## src/rtl/regfile_write_arbiter_pkg.sv

```systemverilog
// Shared types and constants for the regfile write arbiter:
// state encoding, index/data widths, external window defaults, queued request payload.
package regfile_write_arbiter_pkg;

  localparam int unsigned REG_W      = 5;
  localparam int unsigned DATA_W     = 32;
  localparam int unsigned ENTRY_W    = REG_W + DATA_W;
  localparam int unsigned EXT_LO_DEF = 26;
  localparam int unsigned EXT_HI_DEF = 29;

  typedef enum logic [0:0] {
    NORMAL    = 1'b0,
    FORCE_EXT = 1'b1
  } arb_state_e;

  typedef struct packed {
    logic [REG_W-1:0]  idx;
    logic [DATA_W-1:0] data;
  } wr_req_t;

  // True when a register index lies inside the externally writable window.
  function automatic logic in_window(input logic [REG_W-1:0] idx,
                                     input int unsigned lo,
                                     input int unsigned hi);
    return (32'(idx) >= lo) && (32'(idx) <= hi);
  endfunction

endpackage

```

## src/rtl/regfile_write_arbiter_if.sv

```systemverilog
// Writeback, external-request and regfile-write signals of the arbiter.
// The master side is the requester/regfile environment; the slave side is the arbiter.
interface regfile_write_arbiter_if;
  import regfile_write_arbiter_pkg::*;

  logic              wb_we;
  logic [REG_W-1:0]  wb_reg;
  logic [DATA_W-1:0] wb_data;
  logic              wb_stall;

  logic              ext_valid;
  logic [REG_W-1:0]  ext_reg;
  logic [DATA_W-1:0] ext_data;
  logic              ext_ready;
  logic              ext_err;

  logic              rf_we;
  logic [REG_W-1:0]  rf_reg;
  logic [DATA_W-1:0] rf_data;

  modport master (
    output wb_we, wb_reg, wb_data, ext_valid, ext_reg, ext_data,
    input  wb_stall, ext_ready, ext_err, rf_we, rf_reg, rf_data
  );

  modport slave (
    input  wb_we, wb_reg, wb_data, ext_valid, ext_reg, ext_data,
    output wb_stall, ext_ready, ext_err, rf_we, rf_reg, rf_data
  );

endinterface

```

## src/rtl/regfile_write_arbiter_wr_req_fifo.sv

```systemverilog
// Power-of-two deep FIFO of pending external register writes.
// Also exposes next-cycle fullness so the owner can register its ready flag.
module wr_req_fifo
  import regfile_write_arbiter_pkg::*;
#(
  parameter int unsigned DEPTH = 2
) (
  input  logic    clock,
  input  logic    ctrl_reset,
  input  logic    i_push,
  input  wr_req_t i_entry,
  input  logic    i_pop,
  output wr_req_t o_head_c,
  output logic    o_full,
  output logic    o_empty,
  output logic    o_full_next_c
);

  localparam int unsigned PTR_W = (DEPTH > 1) ? $clog2(DEPTH) : 1;
  localparam int unsigned CNT_W = $clog2(DEPTH + 1);

  wr_req_t          r_mem [DEPTH];
  logic [PTR_W-1:0] r_wr_ptr;
  logic [PTR_W-1:0] r_rd_ptr;
  logic [CNT_W-1:0] r_count;
  logic             r_full;
  logic             r_empty;

  logic             w_push;
  logic             w_pop;
  logic [CNT_W-1:0] w_count_next;

  assign w_push = i_push && !r_full;
  assign w_pop  = i_pop && !r_empty;

  always_comb begin
    w_count_next = r_count;
    if (w_push && !w_pop) begin
      w_count_next = r_count + CNT_W'(1);
    end else if (w_pop && !w_push) begin
      w_count_next = r_count - CNT_W'(1);
    end
  end

  // Pointers wrap through natural overflow since DEPTH is a power of two.
  always_ff @(posedge clock or negedge ctrl_reset) begin
    if (!ctrl_reset) begin
      r_wr_ptr <= '0;
      r_rd_ptr <= '0;
      r_count  <= '0;
      r_full   <= 1'b0;
      r_empty  <= 1'b1;
    end else begin
      if (w_push) r_wr_ptr <= r_wr_ptr + PTR_W'(1);
      if (w_pop)  r_rd_ptr <= r_rd_ptr + PTR_W'(1);
      r_count <= w_count_next;
      r_full  <= (w_count_next == CNT_W'(DEPTH));
      r_empty <= (w_count_next == '0);
    end
  end

  always_ff @(posedge clock) begin
    if (w_push) r_mem[r_wr_ptr] <= i_entry;
  end

  assign o_head_c      = r_mem[r_rd_ptr];
  assign o_full        = r_full;
  assign o_empty       = r_empty;
  assign o_full_next_c = (w_count_next == CNT_W'(DEPTH));

endmodule

```

## src/rtl/regfile_write_arbiter.sv

```systemverilog
// Arbitrates pipeline writebacks and buffered external writes onto the single
// regfile write port; writeback has priority until a starved external write is forced.
module regfile_write_arbiter
  import regfile_write_arbiter_pkg::*;
#(
  parameter int unsigned FIFO_DEPTH   = 2,
  parameter int unsigned STARVE_LIMIT = 8,
  parameter int unsigned EXT_LO       = EXT_LO_DEF,
  parameter int unsigned EXT_HI       = EXT_HI_DEF
) (
  input logic                    clock,
  input logic                    ctrl_reset,
  regfile_write_arbiter_if.slave bus
);

  localparam int unsigned CNT_W = $clog2(STARVE_LIMIT + 1);

  arb_state_e        r_state;
  arb_state_e        w_state_next;
  logic [CNT_W-1:0]  r_starve_cnt;
  logic [CNT_W-1:0]  w_starve_cnt_next;

  logic              r_rf_we;
  logic [REG_W-1:0]  r_rf_reg;
  logic [DATA_W-1:0] r_rf_data;
  logic              r_wb_stall;
  logic              r_ext_ready;
  logic              r_ext_err;

  logic              w_ext_accept;
  logic              w_ext_legal;
  logic              w_push;
  logic              w_pop;
  logic              w_wb_valid;
  logic              w_wb_grant;
  wr_req_t           w_push_entry;
  wr_req_t           w_head;
  logic              w_fifo_full;
  logic              w_fifo_empty;
  logic              w_full_next;

  assign w_ext_accept = bus.ext_valid && r_ext_ready;
  assign w_ext_legal  = in_window(bus.ext_reg, EXT_LO, EXT_HI);
  assign w_push       = w_ext_accept && w_ext_legal && !w_fifo_full;
  assign w_wb_valid   = bus.wb_we && (bus.wb_reg != '0);
  assign w_push_entry = '{idx: bus.ext_reg, data: bus.ext_data};

  wr_req_fifo #(
    .DEPTH (FIFO_DEPTH)
  ) u_wr_req_fifo (
    .clock         (clock),
    .ctrl_reset    (ctrl_reset),
    .i_push        (w_push),
    .i_entry       (w_push_entry),
    .i_pop         (w_pop),
    .o_head_c      (w_head),
    .o_full        (w_fifo_full),
    .o_empty       (w_fifo_empty),
    .o_full_next_c (w_full_next)
  );

  // State register together with the starvation counter.
  always_ff @(posedge clock or negedge ctrl_reset) begin
    if (!ctrl_reset) begin
      r_state      <= NORMAL;
      r_starve_cnt <= '0;
    end else begin
      r_state      <= w_state_next;
      r_starve_cnt <= w_starve_cnt_next;
    end
  end

  // A queued write blocked for STARVE_LIMIT cycles forces one FORCE_EXT cycle.
  always_comb begin
    w_state_next      = r_state;
    w_starve_cnt_next = '0;
    case (r_state)
      NORMAL: begin
        if (!w_fifo_empty && !w_pop) begin
          if (r_starve_cnt == CNT_W'(STARVE_LIMIT - 1)) begin
            w_state_next = FORCE_EXT;
          end else begin
            w_starve_cnt_next = r_starve_cnt + CNT_W'(1);
          end
        end
      end
      FORCE_EXT: w_state_next = NORMAL;
      default:   w_state_next = NORMAL;
    endcase
  end

  // Grant selection; writeback is ignored while the pipeline is held.
  always_comb begin
    w_wb_grant = 1'b0;
    w_pop      = 1'b0;
    case (r_state)
      NORMAL: begin
        w_wb_grant = w_wb_valid;
        w_pop      = !w_wb_valid && !w_fifo_empty;
      end
      FORCE_EXT: w_pop = !w_fifo_empty;
      default: begin
        w_wb_grant = 1'b0;
        w_pop      = 1'b0;
      end
    endcase
  end

  always_ff @(posedge clock or negedge ctrl_reset) begin
    if (!ctrl_reset) begin
      r_rf_we     <= 1'b0;
      r_rf_reg    <= '0;
      r_rf_data   <= '0;
      r_wb_stall  <= 1'b0;
      r_ext_ready <= 1'b0;
      r_ext_err   <= 1'b0;
    end else begin
      r_rf_we <= w_wb_grant || w_pop;
      if (w_wb_grant) begin
        r_rf_reg  <= bus.wb_reg;
        r_rf_data <= bus.wb_data;
      end else if (w_pop) begin
        r_rf_reg  <= w_head.idx;
        r_rf_data <= w_head.data;
      end
      r_wb_stall  <= (w_state_next == FORCE_EXT);
      r_ext_ready <= !w_full_next;
      r_ext_err   <= w_ext_accept && !w_ext_legal;
    end
  end

  assign bus.rf_we     = r_rf_we;
  assign bus.rf_reg    = r_rf_reg;
  assign bus.rf_data   = r_rf_data;
  assign bus.wb_stall  = r_wb_stall;
  assign bus.ext_ready = r_ext_ready;
  assign bus.ext_err   = r_ext_err;

endmodule

```

## src/flat_wrapper.sv

```systemverilog
// flat-port wrapper written by rule: the top's interface ports become plain ports
module regfile_write_arbiter_flat import regfile_write_arbiter_pkg::*;
#(
  parameter int unsigned FIFO_DEPTH   = 2,
  parameter int unsigned STARVE_LIMIT = 8,
  parameter int unsigned EXT_LO       = EXT_LO_DEF,
  parameter int unsigned EXT_HI       = EXT_HI_DEF
)
  (clock, ctrl_reset, bus_wb_we, bus_wb_reg, bus_wb_data, bus_ext_valid, bus_ext_reg, bus_ext_data, bus_wb_stall, bus_ext_ready, bus_ext_err, bus_rf_we, bus_rf_reg, bus_rf_data);
  regfile_write_arbiter_if bus_i ();
  input logic clock;
  input logic ctrl_reset;
  input wire logic [$bits(bus_i.wb_we)-1:0] bus_wb_we;
  input wire logic [$bits(bus_i.wb_reg)-1:0] bus_wb_reg;
  input wire logic [$bits(bus_i.wb_data)-1:0] bus_wb_data;
  input wire logic [$bits(bus_i.ext_valid)-1:0] bus_ext_valid;
  input wire logic [$bits(bus_i.ext_reg)-1:0] bus_ext_reg;
  input wire logic [$bits(bus_i.ext_data)-1:0] bus_ext_data;
  output wire logic [$bits(bus_i.wb_stall)-1:0] bus_wb_stall;
  output wire logic [$bits(bus_i.ext_ready)-1:0] bus_ext_ready;
  output wire logic [$bits(bus_i.ext_err)-1:0] bus_ext_err;
  output wire logic [$bits(bus_i.rf_we)-1:0] bus_rf_we;
  output wire logic [$bits(bus_i.rf_reg)-1:0] bus_rf_reg;
  output wire logic [$bits(bus_i.rf_data)-1:0] bus_rf_data;
  assign bus_i.wb_we = bus_wb_we;
  assign bus_i.wb_reg = bus_wb_reg;
  assign bus_i.wb_data = bus_wb_data;
  assign bus_i.ext_valid = bus_ext_valid;
  assign bus_i.ext_reg = bus_ext_reg;
  assign bus_i.ext_data = bus_ext_data;
  assign bus_wb_stall = bus_i.wb_stall;
  assign bus_ext_ready = bus_i.ext_ready;
  assign bus_ext_err = bus_i.ext_err;
  assign bus_rf_we = bus_i.rf_we;
  assign bus_rf_reg = bus_i.rf_reg;
  assign bus_rf_data = bus_i.rf_data;
  regfile_write_arbiter #(.FIFO_DEPTH(FIFO_DEPTH), .STARVE_LIMIT(STARVE_LIMIT), .EXT_LO(EXT_LO), .EXT_HI(EXT_HI)) u_core (.clock(clock), .ctrl_reset(ctrl_reset), .bus(bus_i));
endmodule
```

## config.mk

```make
export PLATFORM = sky130hd
export DESIGN_NAME = regfile_write_arbiter_flat
export DESIGN_NICKNAME = d
export VERILOG_FILES = /design/src/rtl/regfile_write_arbiter_pkg.sv /design/src/rtl/regfile_write_arbiter_if.sv /design/src/rtl/regfile_write_arbiter_wr_req_fifo.sv /design/src/rtl/regfile_write_arbiter.sv /design/src/flat_wrapper.sv
export SDC_FILE = /design/constraint.sdc
export NUM_CORES = 1
export LEC_CHECK = 0
export CORE_ASPECT_RATIO = 0.5
export CORE_MARGIN = 2
export CORE_UTILIZATION = 50
export DETAILED_ROUTE_END_ITERATION = 6
export PLACE_DENSITY = 0.86
export SYNTH_ARGS = -nofsm -noshare
export SYNTH_HDL_FRONTEND = slang
export SYNTH_HIERARCHICAL = 1
export SYNTH_SLANG_ARGS = --single-unit
```

## constraint.sdc

```tcl
create_clock -name clock -period 3.3 [get_ports clock]
set_input_delay 0.66 -clock clock [delete_from_list [all_inputs] [get_ports clock]]
set_output_delay 0.66 -clock clock [all_outputs]
set_load 0.01 [all_outputs]
```

Word level (Yosys, flattened, before mapping):

Memories as Yosys holds them, arrays and structs flattened.
Cells that the tools add are included.

* input bits: 78
* register bits: 51
* memories: 1
* word-level logic and storage cells: 63
* bits in writable memories: 74

* multiplexer cells: 16
* add/subtract/negate cells: 5
* magnitude comparators: 2
* bitwise operators: 1
* eq/ne operators: 2
* reduce and logical (&&, ||, !) cells: 24

Memory list
* u_core.u_wr_req_fifo.r_mem: depth 2, width 37, read ports 1, clocked after memory_dff 0, wr ports 1, RTL line regfile_write_arbiter_wr_req_fifo.sv:22 `wr_req_t r_mem [DEPTH];`

Operator list (count)
* 32-bit two-way mux: 2
* 1-bit logical AND: 12
* 4-bit two-way mux: 3
* 5-bit two-way mux: 2
* 1-bit zero test: 8
* 5-bit greater-or-equal comparator (second input constant): 1
* 5-bit less-or-equal comparator (second input constant): 1
* 1-bit two-way mux: 5
* 5-bit nonzero test: 1
* 4-bit by 1-bit adder with 4-bit output (second input constant): 1
* 4-bit by 3-bit equality test with 1-bit output (second input constant): 1
* 2-bit two-way mux: 2
* 1-bit one-hot mux with 2 select lines: 2
* 1-bit adder (second input constant): 2
* 2-bit by 1-bit adder with 2-bit output (second input constant): 1
* 2-bit equality test (second input constant): 1
* 2-bit zero test: 1
* 2-bit nonzero test: 1
* 2-bit by 1-bit subtractor with 2-bit output (second input constant): 1
* 1-bit logical OR: 1
* 1-bit inverter: 1

Logic depth before layout (Yosys ltp):

* word-level depth: 11
* mapped depth: 9
* mapped depth without buffers: 7

Cells and area by module:

The synthesis kept the hierarchy.

Modules (own cells, without submodules)
* wr_req_fifo: times used 1, cells an instance 145, seq. area each 2373.5 sq um, area each 3024.2 sq um
* regfile_write_arbiter: times used 1, cells an instance 153, seq. area each 1126.1 sq um, area each 2164.6 sq um

Worst setup path before layout:

No wires, ideal clock.

* kind: input to register
* from: input bus_ext_reg[1]
* to: memory u_core/u_wr_req_fifo/r_mem[0][0] in the netlist's numbering, enable pin
* setup time: 0.431 ns
* cell stages on the path: 6
* slack: -0.045 ns
* arrival: 2.914 ns
* cell sequence: xor2_1 -> nand3_1 -> nor3_1 -> nand2b_1 -> buf_2 -> nor2_1

* longest elaborated chain between the ends: 7
* elaborated cells on any way between the ends: 8
* those cells by class: 2 x order compare; 2 x mux; 4 x reduce/logical

Ends and longest elaborated chain
* start: declaration: RTL line flat_wrapper.sv:17 `input wire logic [$bits(bus_i.ext_reg)-1:0] bus_ext_reg;`
* 5-bit greater-or-equal comparator / 5-bit less-or-equal comparator (equally long branches): RTL line regfile_write_arbiter_pkg.sv:25 `return (32'(idx) >= lo) && (32'(idx) <= hi);`
* 1-bit logical AND (*): RTL line regfile_write_arbiter_pkg.sv:25
* 1-bit logical AND (*) (2 in series): RTL line regfile_write_arbiter.sv:44 `assign w_push = w_ext_accept && w_ext_legal && !w_fifo_full;`
* via u_core.w_push: RTL line regfile_write_arbiter.sv:32 `logic w_push;`
* 1-bit logical AND (*): RTL line regfile_write_arbiter_wr_req_fifo.sv:33 `assign w_push = i_push && !r_full;`
* 1-bit two-way mux (*): RTL line regfile_write_arbiter_wr_req_fifo.sv:63 `if (w_push) r_mem[r_wr_ptr] <= i_entry;`
* 1-bit two-way mux (not written as such) (*): RTL line regfile_write_arbiter_wr_req_fifo.sv:63
* end: declaration: RTL line regfile_write_arbiter_wr_req_fifo.sv:22

Mark *: on every way through the listed nets, which the timed path passes. The rest lies on a longest branch.

Final worst setup path:

* from: input bus_ext_reg[2]
* to: memory u_core/u_wr_req_fifo/r_mem[0][27] in the netlist's numbering, enable pin

Same word-level chain as after synthesis.

==> results.yml <==
floorplan:
  rows: 26
  start_util: 0.5112
  dieWidth_um: 148.1
  io_pins: 119
  core-area_um2: 10150
  die-area_um2: 11260
  die_h_um: 76.04
synthesis:
  synth_ff_type: "edfxtp_1"
  synth_edf_count: 74
  ys_ff_latch: 125
  synth_fp_nets: 377
  synth_compound_area_frac: 0.01784
  synthCells: 298
  yosysUniqueCellTypes: 38
  ys_warn_count: 6
  syn-cell-area_um2: 5189
  synth_top_family_by_area: "multiplexers"
  synth-seq-area-share: 0.6745
  async_flop_share: 0.4080
  synth.area.top_cells: "edfxtp_1 (43%), dfrtp_1 (24%), mux2_2 (19%)"
  synth_xor_xnor_area_share: 0.01326
  avgSynthCellArea_um2: 17.41
  synthDominantCellAreaShare: 0.4283
  yosysTopAreaCell: "edfxtp_1"
  synth_mux_area_frac: 0.2363
  synth-simple-area-share: 0.03087
  synthAdderAreaFrac: 0.002411
clock_tree:
  cts_buffers: 17
  htree_levels: 4
  hold_buffers: 0
  clockBufferDepth: 2
  postCtsSetupBuffers: 0
  cts_resized: 0
  clock_latency_ps: 410
  root_buffer: "clkbuf_16"
  cts.sinks: 125
  cts_tree: "built"
  clkTransAtPathRegs_ps: 50
timing:
  rsz0062_at_grt: "false"
  hold_viol_final: 0
  clock.fmax_mhz: 397.0
  tightest_slew_ps: 907.5
  min_period_ps: 2519
  setup_ws_ps: 781.3
  finalSetupViolations: 0
  slew_violations: 0
  fin_tns_setup_ps: 0
  fin_crit_sh: 0.7632
  relSlewSlack: 0.3950
  skew_ps: 5.069
  holdWs_ps: 365.1
finish:
  fin_nets: 507
  nFillCells: 619
  largest_reg_flops: 74
  drive_above_1_share: 0.3084
  fin_area_um2: 7143
  syn_to_final_growth_pct: 37.67
  final_common_cell: "clkdlybuf4s50_1"
  num_antenna_cells: 0
  fin_util: 0.7038
  most-common-layout-cells: "clkdlybuf4s50_1 (117), mux2_2 (89), edfxtp_1 (74)"
job:
  cap_viol_max_count: 0
setup_path:
  critPathLaunchType: "input port"
  path_class: "input port to flip-flop"
  crit_family: "simple AND/OR/NAND/NOR gates"
  arrival_ps: 2630
  max_stage_delay_ps: 550
  crit_required_ps: 3410
  worstPathMaxFanout: 23
  slowest_stage: "clkdlybuf4s50_1"
  cp-end-kind: "flip-flop"
  crit_chain: "clkdlybuf4s50_1 -> xor2_1 -> nand3_1 -> nor3_1 -> nand2b_1 -> nor2_4 -> buf_12"
  path_buf_inv: 2
drt:
  routedWlPerCell_um: 18.74
  vias: 2967
  drc_errors: 0
  dr.pass1.iters: 4
  drt-initial-drc-count: 96
  totalWireLength_um: 10890
  viasPerCell: 5.107
  ant_nets: 0
place:
  portBuffers: 118
  place_hpwl_um: 6972
  dpl_cell_area_um2: 6520
  pre_cts_ws_ps: 401.9
  routabilityCongestion: 0.8231
min_path:
  hp-class: "input port to async pin"
power:
  clock_power_share: 0.350
  leakage_nw: 2.639
  netSwitchingPower_mw: 1.361
  seqPwrFrac: 0.396
  vdd_ir_drop_max_mv: 0.3959
  powerDensity_nw_per_um2: 765.3
  swShare: 0.2490
  p_int_mw: 4.105
  power_frac_comb: 0.254
global_routing:
  grt_start_max_net_pins: 39
  grt_pass1_vias: 3290
  antenna_found_initial: 0
  grt-ovfl-total: 0
  grt_pass1_wl_um: 17120
  grtUsageTotal: 0.2057
outcome:
  status: "finished, final reports clean"
routing by layer:
layer	vias to the layer above	GRT usage	wire length [µm]
met5	-	0	0
li1	1386	-	-
met1	1482	0.2417	4572
met2	78	0.3417	5507
met3	21	0.07066	524
met4	0	0.1000	281
cells in the mapped netlist, types with 2 or more instances:
| master | n |
|---|---|
| mux2_1 | 19 |
| nand2_1 | 4 |
| nor2_1 | 4 |
| dfrtp_1 | 50 |
| buf_6 | 7 |
| nand4_1 | 4 |
| nand3_1 | 2 |
| inv_1 | 4 |
| xor2_1 | 3 |
| clkbuf_1 | 2 |
| nor3_1 | 4 |
| edfxtp_1 | 74 |
| buf_2 | 4 |
| mux2_2 | 89 |
| o211ai_1 | 3 |
| xnor2_1 | 3 |
cells by family (layout without fill, tap and decap cells):
group	after synthesis	after routing
flip-flops	125	125
multiplexers	109	109
AND/OR/NAND/NOR	27	27
buffers and inverters	18	161
AO/OA/AOI/OAI	11	11
XOR/XNOR	7	7
adder cells (fa/ha/maj)	1	1
power groups by stage:
| stage | combinational (mW) | sequential, mW | clock (mW) |
|---|---|---|---|
| 2_1_floorplan | 0.901 | 2.10 | 0 |
| 3_3_place_gp | 1.34 | 2.17 | 0 |
| 3_5_place_dp | 1.38 | 2.18 | 0 |
| 4_1_cts | 1.40 | 2.16 | 1.95 |
| 5_1_grt | 1.48 | 2.20 | 2.02 |
| 6_report | 1.39 | 2.16 | 1.91 |
worst paths after layout:
kind,startpoint,endpoint,slack (ps),cells past startpoint
hold / removal,ctrl_reset,u_core/bus.rf_data[27]$_DFFE_PN0P_,370,1
max in group asynchronous,ctrl_reset,u_core/r_starve_cnt[1]$_DFF_PN0_,2180,2
hold reg to reg,u_core/r_starve_cnt[0]$_DFF_PN0_,u_core/r_starve_cnt[0]$_DFF_PN0_,490,1
min in group clock,u_core/r_starve_cnt[0]$_DFF_PN0_,u_core/r_starve_cnt[0]$_DFF_PN0_,490,1
setup reg to reg,u_core/u_wr_req_fifo/r_rd_ptr$_DFFE_PN0P_,u_core/bus.rf_reg[0]$_DFFE_PN0P_,1220,3
setup / recovery,bus_ext_reg[2],u_core/u_wr_req_fifo/r_mem[0][27]$_DFFE_PP_,780,7
through the flow:
| stage | cells | power, mW |
|---|---|---|
| 2_1_floorplan | 298 | 3.001 |
| 3_3_place_gp | 549 | 3.511 |
| 3_5_place_dp | 549 | 3.560 |
| 4_1_cts | 581 | 5.514 |
| 5_1_grt | 581 | 5.693 |
| 6_report | 581 | 5.467 |
layout make-up:
class | instances | area (µm²) | share of cell area
multi-input combinational | 155 | 1575 | 0.2205
clock inverter | 6 | 103.9 | 0.01454
sequential | 125 | 3501 | 0.4901
inverter | 4 | 15.01 | 0.002102
clock buffer | 26 | 519.2 | 0.07269
tap | 140 | 175.2 | 0.02452
timing repair buffer | 125 | 1254 | 0.1755
(Power assumes the default switching activity.)
